File: config.mk
export PLATFORM = sky130hd
export DESIGN_NAME = scan6_sequencer_flat
export DESIGN_NICKNAME = d
export VERILOG_FILES = /design/src/rtl/scan6_sequencer_if.sv /design/src/rtl/scan6_sequencer.sv /design/src/flat_wrapper.sv
export SDC_FILE = /design/constraint.sdc
export NUM_CORES = 1
export LEC_CHECK = 0
export CAP_MARGIN = 30
export CORE_AREA = 2 2 57 73
export DETAILED_ROUTE_END_ITERATION = 10
export DIE_AREA = 0 0 59 75
export SLEW_MARGIN = 20
export SYNTH_ARGS = -nofsm -noshare
export SYNTH_HDL_FRONTEND = slang
export SYNTH_SLANG_ARGS = --single-unit
export TNS_END_PERCENT = 50
File: constraint.sdc
create_clock -name clk -period 2.7 [get_ports clk]
set_input_delay 0.405 -clock clk [delete_from_list [all_inputs] [get_ports clk]]
set_output_delay 0.405 -clock clk [all_outputs]
set_load 0.05 [all_outputs]
File: src/rtl/scan6_sequencer_if.sv
// Control/status bundle between a scan controller and scan6_sequencer.
// master drives the controls and observes the select code; slave is the sequencer.
interface scan6_sequencer_if #(
  parameter int unsigned DWELL_W = 8
);
  logic               run;
  logic               step;
  logic               dir;
  logic               load;
  logic [2:0]         load_val;
  logic [DWELL_W-1:0] dwell;
  logic [2:0]         code;
  logic               tick;
  logic               wrap;
  logic               busy;
  logic               err;

  modport master (
    output run, step, dir, load, load_val, dwell,
    input  code, tick, wrap, busy, err
  );

  modport slave (
    input  run, step, dir, load, load_val, dwell,
    output code, tick, wrap, busy, err
  );
endinterface

File: src/rtl/scan6_sequencer.sv
// Select-code sequencer for a 3-to-6 decoder: steps code through 0..5
// with a programmable dwell, supporting free-run, single-step, direction and preload.
module scan6_sequencer #(
  parameter int unsigned DWELL_W = 8
) (
  input  logic              clk,
  input  logic              rst,
  scan6_sequencer_if.slave  bus
);

  localparam logic [1:0] S_IDLE = 2'd0;
  localparam logic [1:0] S_RUN  = 2'd1;
  localparam logic [1:0] S_STEP = 2'd2;

  logic [1:0]         state, state_n;
  logic [DWELL_W-1:0] cnt, cnt_n;
  logic [2:0]         code_q, code_n;
  logic               tick_q, tick_n;
  logic               wrap_q, wrap_n;
  logic               busy_q, busy_n;
  logic               err_q, err_n;

  logic               adv_c;
  logic [2:0]         next_code_c;
  logic               next_wrap_c;

  // Modulo-6 neighbour of the current code; an out-of-range code recovers to 0 (up) or 5 (down)
  always_comb begin
    next_code_c = code_q;
    next_wrap_c = 1'b0;
    if (!bus.dir) begin
      if (code_q >= 3'd5) begin
        next_code_c = 3'd0;
        next_wrap_c = (code_q == 3'd5);
      end else begin
        next_code_c = code_q + 3'd1;
      end
    end else begin
      if (code_q == 3'd0 || code_q > 3'd5) begin
        next_code_c = 3'd5;
        next_wrap_c = (code_q == 3'd0);
      end else begin
        next_code_c = code_q - 3'd1;
      end
    end
  end

  assign adv_c = (state == S_RUN || state == S_STEP) && (cnt >= bus.dwell);

  // Next-state and next-output logic; load has priority over everything
  always_comb begin
    state_n = state;
    cnt_n   = cnt;
    code_n  = code_q;
    tick_n  = 1'b0;
    wrap_n  = 1'b0;
    err_n   = 1'b0;

    if (bus.load) begin
      state_n = S_IDLE;
      cnt_n   = '0;
      if (bus.load_val <= 3'd5) begin
        code_n = bus.load_val;
      end else begin
        err_n = 1'b1;
      end
    end else begin
      case (state)
        S_RUN: begin
          if (!bus.run) begin
            state_n = S_IDLE;
            cnt_n   = '0;
          end else if (adv_c) begin
            cnt_n  = '0;
            code_n = next_code_c;
            tick_n = 1'b1;
            wrap_n = next_wrap_c;
          end else begin
            cnt_n = cnt + DWELL_W'(1);
          end
        end
        S_STEP: begin
          if (adv_c) begin
            state_n = S_IDLE;
            cnt_n   = '0;
            code_n  = next_code_c;
            tick_n  = 1'b1;
            wrap_n  = next_wrap_c;
          end else begin
            cnt_n = cnt + DWELL_W'(1);
          end
        end
        S_IDLE: begin
          cnt_n = '0;
          if (bus.run) begin
            state_n = S_RUN;
          end else if (bus.step) begin
            state_n = S_STEP;
          end
        end
        default: begin
          state_n = S_IDLE;
          cnt_n   = '0;
        end
      endcase
    end

    busy_n = (state_n == S_RUN) || (state_n == S_STEP);
  end

  always_ff @(posedge clk or posedge rst) begin
    if (rst) begin
      state  <= S_IDLE;
      cnt    <= '0;
      code_q <= 3'd0;
      tick_q <= 1'b0;
      wrap_q <= 1'b0;
      busy_q <= 1'b0;
      err_q  <= 1'b0;
    end else begin
      state  <= state_n;
      cnt    <= cnt_n;
      code_q <= code_n;
      tick_q <= tick_n;
      wrap_q <= wrap_n;
      busy_q <= busy_n;
      err_q  <= err_n;
    end
  end

  assign bus.code = code_q;
  assign bus.tick = tick_q;
  assign bus.wrap = wrap_q;
  assign bus.busy = busy_q;
  assign bus.err  = err_q;

endmodule

File: src/flat_wrapper.sv
// flat-port wrapper written by rule: the top's interface ports become plain ports
module scan6_sequencer_flat 
#(
  parameter int unsigned DWELL_W = 8
)
  (clk, rst, bus_run, bus_step, bus_dir, bus_load, bus_load_val, bus_dwell, bus_code, bus_tick, bus_wrap, bus_busy, bus_err);
  scan6_sequencer_if #(.DWELL_W(DWELL_W)) bus_i ();
  input  logic clk;
  input  logic rst;
  input wire logic [$bits(bus_i.run)-1:0] bus_run;
  input wire logic [$bits(bus_i.step)-1:0] bus_step;
  input wire logic [$bits(bus_i.dir)-1:0] bus_dir;
  input wire logic [$bits(bus_i.load)-1:0] bus_load;
  input wire logic [$bits(bus_i.load_val)-1:0] bus_load_val;
  input wire logic [$bits(bus_i.dwell)-1:0] bus_dwell;
  output wire logic [$bits(bus_i.code)-1:0] bus_code;
  output wire logic [$bits(bus_i.tick)-1:0] bus_tick;
  output wire logic [$bits(bus_i.wrap)-1:0] bus_wrap;
  output wire logic [$bits(bus_i.busy)-1:0] bus_busy;
  output wire logic [$bits(bus_i.err)-1:0] bus_err;
  assign bus_i.run = bus_run;
  assign bus_i.step = bus_step;
  assign bus_i.dir = bus_dir;
  assign bus_i.load = bus_load;
  assign bus_i.load_val = bus_load_val;
  assign bus_i.dwell = bus_dwell;
  assign bus_code = bus_i.code;
  assign bus_tick = bus_i.tick;
  assign bus_wrap = bus_i.wrap;
  assign bus_busy = bus_i.busy;
  assign bus_err = bus_i.err;
  scan6_sequencer #(.DWELL_W(DWELL_W)) u_core (.clk(clk), .rst(rst), .bus(bus_i));
endmodule
==> results of run 1 <==
==> per-layer routing <==
layer	vias up	share of wire, %	global-route usage [%]
li1	560	-	-
met1	515	44	15.7
met2	26	52	26.4
met3	4	2.7	0.687
met4	0	2.2	7.58
met5	-	0	0
==> state kept, by name, indices dropped and copies added (netlist names) <==
name             cells
u_core.bus.tick      1
u_core.state         2
u_core.cnt           8
u_core.bus.err       1
u_core.bus.code      3
u_core.bus.busy      1
u_core.bus.wrap      1
==> Yosys cell counts (all sizes together), types with 2 or more instances <==
cell type / n / share of area, %
clkbuf: 2 / 0.57
nand2: 9 / 2.6
nand2b: 6 / 3.4
a21boi: 2 / 1.1
o311ai: 2 / 1.3
and3: 3 / 1.4
nand3: 6 / 2.3
ha: 17 / 16
and2b: 2 / 1.1
xor2: 5 / 3.3
a21oi: 13 / 5.3
o21ai: 8 / 3.1
nor2: 14 / 4.0
nand3b: 2 / 1.1
or2: 2 / 0.96
inv: 18 / 5.2
dfrtp: 17 / 33
==> report_power, final <==
part | internal (W) | switching, W
clock | 0.000104 | 0.0000815
combinational | 0.0000886 | 0.000113
sequential | 0.000267 | 0.0000178
==> cells by family (layout without fill, tap and decap cells) <==
| group | Yosys count | in the layout | share of synthesized area, % |
|---|---|---|---|
| and+or+nand+nor | 48 | 48 | 19.2 |
| AOI/OAI and AO/OA | 37 | 37 | 20.5 |
| buffers and inverters | 21 | 46 | 6.60 |
| adders and majority gates | 17 | 17 | 16.3 |
| DFF | 17 | 17 | 32.5 |
| xor gates and xnor gates | 6 | 6 | 4.02 |
| muxes | 1 | 1 | 0.861 |
==> metrics by stage <==
stage | hold WS (ns) | instance area (sq um) | instances
floorplan | 0.331 | 1310 | 147
global placement | 0.540 | 1580 | 208
detailed placement | 0.555 | 1580 | 208
CTS | 0.570 | 1620 | 212
global route | 0.599 | 1620 | 212
finish | 0.552 | 1620 | 212
==> worst max-delay path, stage by stage <==
cell and delay (ns):
clkdlybuf4s50_1 0.41, ha_1 0.30, nand2b_4 0.14, a2111o_1 0.41
a31oi_2 0.19, buf_4 0.20, a21oi_2 0.09, a2111oi_4 0.30
==> how the worst min path moves through the flow <==
| stage | startpoint | endpoint | slack (ns) | cells past startpoint |
|---|---|---|---|---|
| floorplan | rst | u_core.bus.busy | 0.33 | 1 |
| global placement | u_core.cnt[0] | u_core.cnt[0] | 0.54 | 1 |
| detailed placement | u_core.cnt[4] | u_core.cnt[4] | 0.55 | 2 |
| CTS | u_core.cnt[0] | u_core.cnt[0] | 0.57 | 1 |
| global route | u_core.cnt[0] | u_core.cnt[0] | 0.60 | 1 |
| finish | rst | u_core.bus.code[0] | 0.55 | 2 |
==> layout make-up <==
type	count	area, sq um
Fill cell	380	2070
Clock buffer	4	45.0
Timing Repair Buffer	24	238
Inverter	18	67.6
Multi-Input combinational cell	109	796
Sequential cell	17	425
Tap cell	40	50.0
==> cell usage in the layout, fill, tap and decap left out, types with 2 or more instances in the layout <==
cell type / netlist / final
dfrtp_1: 17 / 17
a21boi_0: 2 / 2
xor2_1: 5 / 5
o21ai_0: 8 / 8
nand2_1: 9 / 9
nand3_1: 6 / 6
and3_1: 3 / 3
or2_2: 2 / 2
nand2b_1: 5 / 5
and2b_1: 2 / 2
nor2_1: 14 / 14
ha_1: 17 / 17
clkdlybuf4s50_1: 0 / 23
a21oi_1: 12 / 12
nand3b_1: 2 / 2
inv_1: 18 / 18
clkbuf_8: 0 / 3
==> run summary, run 1 <==
outcome -> finished clean
total iterations of the first detailed-routing run -> 4
r2r setup slk -> 0.49 ns
CP startpoint -> bus_dwell[0]
relative slew slack -> 55.4%
Post-synth EDFFs -> 0
Gate Count Post-Synth -> 147
Slew Limit Fails -> 0
worst vdd ir -> 169 uV
reg-to-reg endpoint -> u_core.state[0]
Area Growth Syn to Fin -> 24.0%
die area -> 0.00443 sq mm
setup tns final -> 0 ns
num rows -> 25
register area share after synthesis -> 32.5%
syn_area_per_cell -> 8.89 sq um
unrepaired setup endpoints after global routing -> false
Detail Route Antenna Nets -> 0
Buffers on Ports -> 23
yosys synthesis warning count -> 0
leak pwr -> 0.748 nW
Post-CTS Resized -> 0
Max Freq -> 0.434 GHz
hold_buf cts -> 0
Critical Path Sink -> u_core.state[0]
maximum level of the CTS H-tree -> 1
Crit Path Class -> in2reg
max-cap check violation count -> 0
grt total ovfl -> 0
Mapped Nets -> 181
drt drc -> 0
synthesized cell area -> 0.00131 sq mm
CP Data Required Time -> 2.84 ns
Final period util -> 85.4%
maximum buffer depth of the clock tree -> 2
Routed WL per cell -> 12.9 um
vias in the first global route -> 1116
share of cells above drive strength 1 -> 6.98%
r2r startpoint -> u_core.cnt[0]
Least-Margin Pin Slew -> 0.668 ns
Via Count -> 1105
initial antenna violation count -> 0
R2R depth -> 8
Routability Congestion -> 0.856
Num CTS Buffers -> 3
Setup-failing EPs final -> 0
#FFs+latches synth -> 17
CTS tree -> yes
initial DRC count -> 12
CP arrival -> 2.45 ns
post-CTS setup repair buffer count -> 0
clock slew at reported path FFs -> 0.07 ns
Clock Latency Late Sink -> 0.25 ns
largest net degree at the start of global routing -> 18
Post-layout nets -> 207
WL final -> 2.73 mm
crit path max fanout -> 11
I/O pin cnt -> 24
Core Box Area -> 0.00369 sq mm
Distinct cells, synth -> 39
Die X -> 59 um
Sink Count -> 17
Initial Utilization -> 35.4%
worst setup margin -> 0.394 ns
final core area utilization -> 43.9%
Place WS -> 0.149 ns
n_diodes -> 0
P per Cell Area -> 414 mW/mm^2
Final Hold Viols -> 0
Die Height -> 75 um
Post-DP HPWL -> 2.18 mm
worst min-delay path category -> in2async
global-route wire length before repair -> 4.78 mm
Worst Setup End Kind -> flip-flop
Final Total Pwr -> 0.000672 W
crit path time final -> 2.31 ns
CP Launch Type -> input port
Root Buffer -> clkbuf_8
clk_skew -> 0.00536 ns
Synth async-reset ratio -> 100%
GRT Overall Usage -> 14.1%
vias per inst -> 5.21
Post-synth top flop -> dfrtp_1
Note: power is estimated with default switching activity, not from simulation.
==> run 2: changes to the inputs <==
--- a/config.mk
+++ b/config.mk
@@ -6,9 +6,9 @@
 export NUM_CORES = 1
 export LEC_CHECK = 0
 export CAP_MARGIN = 30
-export CORE_AREA = 2 2 57 73
+export CORE_AREA = 2 2 64 66
 export DETAILED_ROUTE_END_ITERATION = 10
-export DIE_AREA = 0 0 59 75
+export DIE_AREA = 0 0 66 68
 export SLEW_MARGIN = 20
 export SYNTH_ARGS = -nofsm -noshare
 export SYNTH_HDL_FRONTEND = slang
==> run 2 against run 1 <==
  * Count of clock-buffer cells in the layout is the same
  * Worst hold slack got worse by 0.010 ns
  * Fmax down 0.31%
  * Register-to-register slack hardly changed
  * First-iteration DRC count grew 83%
  * Clock skew is essentially flat
  * Die area increased by 1.4%
  * Clock power is essentially flat
  * Largest power group unchanged
  * Combinational power is essentially flat
  * Worst setup slack worse by 0.0073 ns
  * Critical path depth unchanged
  * Critical endpoint is now u_core.bus.code[0]
  * Routed wire length down 7.3%
==> run summary, run 2 (synthesis gave the netlist of run 1 again) <==
maximum level of the CTS H-tree -> 1
vias in the first global route -> 1033
die area -> 0.00449 sq mm
Worst Setup End Kind -> flip-flop
clock slew at reported path FFs -> 0.06 ns
initial DRC count -> 22
P per Cell Area -> 408 mW/mm^2
clk_skew -> 0.00574 ns
Final Hold Viols -> 0
Detail Route Antenna Nets -> 0
CTS tree -> yes
max reg flops -> 8
crit path time final -> 2.31 ns
global-route wire length before repair -> 4.33 mm
Least-Margin Pin Slew -> 0.648 ns
Biggest register -> u_core.cnt
Post-layout nets -> 207
Post-DP HPWL -> 1.98 mm
largest net degree at the start of global routing -> 18
worst min-delay path category -> in2async
n_diodes -> 0
I/O pin cnt -> 24
hold_buf cts -> 0
leak pwr -> 0.748 nW
vias per inst -> 4.87
commonest cells after routing, fill and taps aside -> clkdlybuf4s50_1, inv_1, ha_1, dfrtp_1, nor2_1
Slew Limit Fails -> 0
Via Count -> 1081
relative slew slack -> 56.7%
Initial Utilization -> 33.9%
Area Growth Syn to Fin -> 25.0%
CP arrival -> 2.45 ns
r2r setup slk -> 0.48 ns
Routability Congestion -> 0.934
maximum buffer depth of the clock tree -> 2
grt total ovfl -> 0
Setup-failing EPs final -> 0
CP Launch Type -> input port
worst vdd ir -> 186 uV
Die Height -> 68 um
Root Buffer -> clkbuf_8
Final period util -> 85.7%
Num CTS Buffers -> 3
WL final -> 2.53 mm
CP Data Required Time -> 2.84 ns
Core Box Area -> 0.00386 sq mm
GRT Overall Usage -> 12.4%
r2r startpoint -> u_core.cnt[0]
initial antenna violation count -> 0
Sink Count -> 17
unrepaired setup endpoints after global routing -> false
Max Freq -> 0.432 GHz
total iterations of the first detailed-routing run -> 4
drt drc -> 0
post-CTS setup repair buffer count -> 0
CP startpoint -> bus_dwell[0]
Routed WL per cell -> 11.4 um
setup tns final -> 0 ns
share of cells above drive strength 1 -> 6.98%
max-cap check violation count -> 0
Clock Latency Late Sink -> 0.25 ns
Post-CTS Resized -> 0
final core area utilization -> 42.4%
reg-to-reg endpoint -> u_core.bus.code[0]
crit path max fanout -> 11
outcome -> finished clean
num rows -> 23
R2R depth -> 8
Buffers on Ports -> 23
Crit Path Class -> in2reg
commonest non-fill, non-tap cell in the layout -> clkdlybuf4s50_1
Die X -> 66 um
Fillers -> 387
-- run 2: worst max-delay path by stage --
stage	to	depth (start not counted)
2_1_floorplan	u_core.bus.code[2]	7
3_3_place_gp	u_core.bus.code[0]	8
3_5_place_dp	u_core.bus.code[0]	8
4_1_cts	u_core.bus.code[0]	8
5_1_grt	u_core.bus.code[0]	8
6_report	u_core.bus.code[0]	8
-- run 2: power by group --
part / switching (W) / total [W] / internal (W)
clock: 0.0000793 / 0.000184 / 0.000104
combinational: 0.000110 / 0.000198 / 0.0000881
sequential: 0.0000172 / 0.000284 / 0.000267
-- run 2: cell type report --
| cell class | count | area [sq um] | share of cell area [%] |
|---|---|---|---|
| multi-input cells | 109 | 796 | 48.7 |
| well taps | 50 | 62.6 | 3.83 |
| repair buffers | 24 | 238 | 14.5 |
| inverters | 18 | 67.6 | 4.13 |
| clock buffers | 4 | 45.0 | 2.76 |
| flip-flops and latches | 17 | 425 | 26.0 |
-- run 2: stage by stage --
| stage | std cells | area (sq um) | setup WS, ns | hold slack [ns] | total power [W] |
|---|---|---|---|---|---|
| after global routing | 222 | 1630 | 0.254 | 0.605 | 0.000712 |
| after detailed placement | 218 | 1590 | 0.0866 | 0.548 | 0.000488 |
| after floorplan | 147 | 1310 | 0.646 | 0.331 | 0.000421 |
| after global placement | 218 | 1590 | 0.198 | 0.543 | 0.000484 |
| after CTS | 222 | 1630 | 0.358 | 0.557 | 0.000678 |
| final | 222 | 1630 | 0.386 | 0.542 | 0.000666 |
-- run 2: routing by layer --
layer | up-vias | wire [um] | GRT usage (%)
li1 | 559 | - | -
met1 | 500 | 1200 | 15.6
met2 | 20 | 1190 | 21.3
met3 | 2 | 117 | 2.63
met4 | 0 | 18 | 4.34
met5 | - | 0 | 0
-- run 2: worst max-delay path, cell delays in order --
cell             delay [ns]
clkdlybuf4s50_1        0.40
ha_1                   0.30
nand2b_4               0.13
a2111o_1               0.42
a31oi_2                0.18
buf_4                  0.20
and2b_1                0.19
o311ai_1               0.23
